[config.mk]
export PLATFORM = sky130hd
export DESIGN_NAME = logic_slice_sequencer
export DESIGN_NICKNAME = d
export VERILOG_FILES = /design/src/rtl/logic_slice_sequencer.sv
export SDC_FILE = /design/constraint.sdc
export NUM_CORES = 1
export LEC_CHECK = 0
export BUFFER_PORTS_ARGS = -buffer_cell sky130_fd_sc_hd__buf_2
export CAP_MARGIN = 30
export CORE_AREA = 2 2 159 239
export DETAILED_ROUTE_END_ITERATION = 8
export DIE_AREA = 0 0 161 241
export MAX_ROUTING_LAYER = met4
export PLACE_DENSITY = 0.58
export REMOVE_ABC_BUFFERS = 1
export SLEW_MARGIN = 10
export SYNTH_ARGS = -nofsm -noshare
export SYNTH_HDL_FRONTEND = slang
export SYNTH_SLANG_ARGS = --single-unit
[constraint.sdc]
create_clock -name clk -period 7 [get_ports clk]
set_input_delay 1.4 -clock clk [delete_from_list [all_inputs] [get_ports clk]]
set_output_delay 1.4 -clock clk [all_outputs]
set_load 0.005 [all_outputs]
[src/rtl/logic_slice_sequencer.sv]
// logic_slice_sequencer: runs a W-bit bitwise logic operation through a shared
// S-bit logic gate, one slice per cycle (LSB slice first), and assembles the
// W-bit result. start/busy/done handshake toward the ALU control unit:
//   start is only looked at in IDLE; busy is high exactly while slices are in
//   flight; done is a one-cycle pulse, with err alongside when op was illegal.
module logic_slice_sequencer #(
  parameter int W = 64,
  parameter int S = 16
) (
  input  logic         clk,
  input  logic         rst_b,
  input  logic         start,
  input  logic [2:0]   op,
  input  logic [W-1:0] in_0,
  input  logic [W-1:0] in_1,
  output logic [S-1:0] gate_a,
  output logic [S-1:0] gate_b,
  output logic [2:0]   gate_op,
  input  logic [S-1:0] gate_y,
  output logic [W-1:0] out,
  output logic         busy,
  output logic         done,
  output logic         err,
  output logic         zero
);

  localparam int N  = W / S;
  localparam int CW = (N > 1) ? $clog2(N) : 1;
  localparam int IW = $clog2(W) + 1;
  localparam logic [2:0] OP_ILLEGAL = 3'b111;

  typedef enum logic [1:0] {
    ST_IDLE = 2'd0,
    ST_RUN  = 2'd1,
    ST_DONE = 2'd2
  } state_t;

  state_t         state_q, state_d;
  logic [CW-1:0]  cnt_q;
  logic [W-1:0]   a_q, b_q;
  logic [2:0]     op_q;
  logic [W-1:0]   res_q, res_d;
  logic [W-1:0]   out_q;
  logic           err_q;
  logic           zero_q;

  logic           last_slice;
  logic [IW-1:0]  slice_base;

  assign last_slice = (cnt_q == CW'(N - 1));
  assign slice_base = IW'(cnt_q) * IW'(S);

  // State register; reset abandons any operation in flight.
  always_ff @(posedge clk) begin
    if (!rst_b) state_q <= ST_IDLE;
    else        state_q <= state_d;
  end

  // Next-state: legal ops run N slices, illegal ops report immediately.
  always_comb begin
    state_d = state_q;
    case (state_q)
      ST_IDLE: begin
        if (start) state_d = (op == OP_ILLEGAL) ? ST_DONE : ST_RUN;
      end
      ST_RUN: begin
        if (last_slice) state_d = ST_DONE;
      end
      ST_DONE: state_d = ST_IDLE;
      default: state_d = ST_IDLE;
    endcase
  end

  // Outputs decoded from state; gate operands are quiet outside RUN.
  always_comb begin
    busy    = (state_q == ST_RUN);
    done    = (state_q == ST_DONE);
    gate_a  = '0;
    gate_b  = '0;
    gate_op = '0;
    if (state_q == ST_RUN) begin
      gate_a  = a_q[slice_base +: S];
      gate_b  = b_q[slice_base +: S];
      gate_op = op_q;
    end
  end

  // Result word with the current gate slice merged in; on the last slice this
  // is the complete answer that goes straight into out.
  always_comb begin
    res_d = res_q;
    if (state_q == ST_RUN) res_d[slice_base +: S] = gate_y;
  end

  // Datapath: operand latch, slice accumulation, result/flag registers.
  always_ff @(posedge clk) begin
    if (!rst_b) begin
      cnt_q  <= '0;
      a_q    <= '0;
      b_q    <= '0;
      op_q   <= '0;
      res_q  <= '0;
      out_q  <= '0;
      err_q  <= 1'b0;
      zero_q <= 1'b1;
    end else begin
      case (state_q)
        ST_IDLE: begin
          if (start) begin
            if (op != OP_ILLEGAL) begin
              a_q   <= in_0;
              b_q   <= in_1;
              op_q  <= op;
              cnt_q <= '0;
              err_q <= 1'b0;
            end else begin
              err_q  <= 1'b1;
              out_q  <= '0;
              zero_q <= 1'b1;
            end
          end
        end
        ST_RUN: begin
          res_q <= res_d;
          if (last_slice) begin
            out_q  <= res_d;
            zero_q <= (res_d == '0);
          end else begin
            cnt_q <= cnt_q + CW'(1);
          end
        end
        default: ;
      endcase
    end
  end

  assign out  = out_q;
  assign err  = err_q;
  assign zero = zero_q;

endmodule
==> impl_metrics.ini <==
[drt]
drt-met1-wl_mm = 12.8
route.met2.wl_mm = 16.3
vias = 9001
maxUsedRoutingLayer = met4
wire_per_inst_um = 17.6
route.met3.wl_mm = 2.36
wirelength_mm = 32.4
ant_nets = 0
viasPerCell = 4.89
drc_errors = 0
drt_iter0_markers = 430
first_pass_iters = 4

[place]
place_congestion = 0.802
hpwl_mm = 21.9
portBuffers = 252
placed_cells = 1789
place_ws_ps = 3270
placed_area_um2 = 12500

[worst_setup_path]
worstPathMaxFanout = 28
end_kind = primary output
arrival_ps = 2810
worstReg2RegStart = cnt_q[0]
critPathLaunch = cnt_q[0]
startpoint_type = flip-flop
worstSetupPathType = flip-flop to primary output
crit_required_ps = 5600

[power]
p_leak_nw = 5.64
ir_drop_mv = 0.188
p_per_area_nw_per_um2 = 251
total_power_mw = 3.36

[floorplan]
core_um2 = 36600
fp-row-count = 86
die_area_um2 = 38800
io_pins = 253
die_w_um = 161
start_util_pct = 29.8
die_h_um = 241

[sta]
min_period_ps = 4210
max_clock_freq_mhz = 238
tightestPinTransition_ps = 954
report.final.slew_viol_count = 0
hold_viol_final = 0
fin_crit_sh_pct = 60.1
finalClockSkew_ps = 11.4
fin_ws_ps = 2790
relSlewSlack_pct = 36.4
setup_viol = 0
rsz0062_at_grt = false
finalSetupTns_ps = 0

[clocking]
clk_path_buf_depth = 3
cts_sinks = 265
post-cts-setup-buffer-count = 0
hold_buffers = 0
clockRootBuffer = clkbuf_16
cts_tree = done
clk_pin_slew_ps = 60
h-tree-depth = 1
cts_resized = 0
insertion_delay_ps = 540
numCtsBuffers = 27

[global_routing]
first_global_vias = 9054
gr-total-overflow = 0
grt_max_degree = 124
antenna_found_initial = 3
groute.usage.overall_pct = 16.9
grt_pass1_wl_mm = 50.3

[synthesis]
synth_area_um2 = 10900
ys_seq_area_share_pct = 48.6
synth_ff_type = dfxtp_1
synth_cell_types = 55
synth_top_area_cell = dfxtp_1
postSynthAreaPerCell_um2 = 9.64
synth_area_leaders = dfxtp_1 49%, nand2_1 9.8%, a22o_1 6.9%, mux4_2 6.6%, and2_1 4.8%
yosysTopAreaCellShare_pct = 48.6
ys_ff_latch = 265
async_flop_share_pct = 0
ys_warn_count = 0
synth-edff-count = 0
syn_inst = 1132

[worst_hold_path]
min_path_type = flip-flop to flip-flop
hold_start = a_q[61]

[cells_and_area]
fin_nets = 1491
drive_above_1_share_pct = 26.0
syn2layout_area_growth_pct = 22.9
stdcell_area_um2 = 13400
instances_no_fill = 1840

[job]
cap_violations = 0

[status]
run_status = finished, final reports clean
-- worst max-delay path, cell delays in order (launching register included) --
cell and delay, ps:
dfxtp_2 840, buf_4 540, mux4_2 560, and2_1 170, buf_2 130
-- Yosys cell counts, drive strengths merged (2+ instances only) --
library cell / instances
nand2: 284
dfxtp: 265
a21boi: 130
a22o: 86
and2: 84
clkbuf: 64
mux4: 32
buf: 27
nor2b: 26
o21ai: 21
nor4: 9
a22oi: 8
mux2i: 7
nor2: 7
or4: 7
ha: 6
nor4bb: 6
a32oi: 5
nand3: 5
nand3b: 5
a21oi: 4
nand4: 4
o41ai: 4
inv: 3
nor3: 3
o221a: 3
and2b: 2
and3: 2
and4b: 2
nor3b: 2
o211ai: 2
o31ai: 2
or2: 2
-- state kept, by name, indices dropped and copies added, names as in the netlist --
signal	count
state_q	2
res_q	64
op_q	3
a_q	64
b_q	64
cnt_q	2
zero	1
err	1
out	64
-- final timing paths --
kind / cells after the start / to / slack [ps]
worst max-delay path: 4 / gate_b[6] / 2790
worst min-delay path: 2 / a_q[61] / 450
worst max register to register: 8 / zero / 3570
worst min register to register: 2 / a_q[61] / 450
-- layout by cell type, fill, tap and decap left out, types with 6 or more instances in the layout --
cell,count
mux2i_1,7
nand2_1,284
dfxtp_1,263
mux4_2,32
nor2b_1,25
a21boi_0,69
a22o_1,86
buf_4,11
or4_1,7
a22oi_1,8
nor4_1,6
ha_1,6
and2_1,84
a21boi_1,61
o21ai_0,21
buf_2,251
clkbuf_1,8
nor2_1,6
nor4bb_1,6
clkbuf_16,27
-- cells by family after synthesis --
kind of cell	Yosys count	synth area share, %
simple gates	453	20.2
flops	265	48.6
mux	39	7.24
buf+inv	94	3.60
compound gates	275	19.7
fa+ha+maj	6	0.688
-- report_power, final --
part / internal [mW] / switching [mW] / leakage, nW
Combinational: 0.142 / 0.195 / 3.07
Clock: 0.825 / 0.606 / 0.419
Sequential: 1.56 / 0.0327 / 2.16
-- metal layers --
layer / track usage [%] / up-vias
met4: 5.98 / 0
li1: - / 4353
met1: 18.7 / 4279
met5: - / -
met3: 3.87 / 53
met2: 29.7 / 316
-- stage by stage --
step,hold slack (ps),utilization (%)
6_report,451,36.7
5_1_grt,470,36.7
4_1_cts,454,36.6
3_5_place_dp,446,34.3
3_3_place_gp,438,34.2
2_1_floorplan,432,-
-- area by class of cell --
cell class	instances	area, µm²
fillers	3788	23200
flip-flops and latches	265	5310
multi-input cells	773	5240
repair buffers	265	1390
clock buffers	39	761
well taps	484	606
clock inverters	8	96.3
inverters	3	11.3
diodes	3	7.51
(Power assumes the default switching activity.)
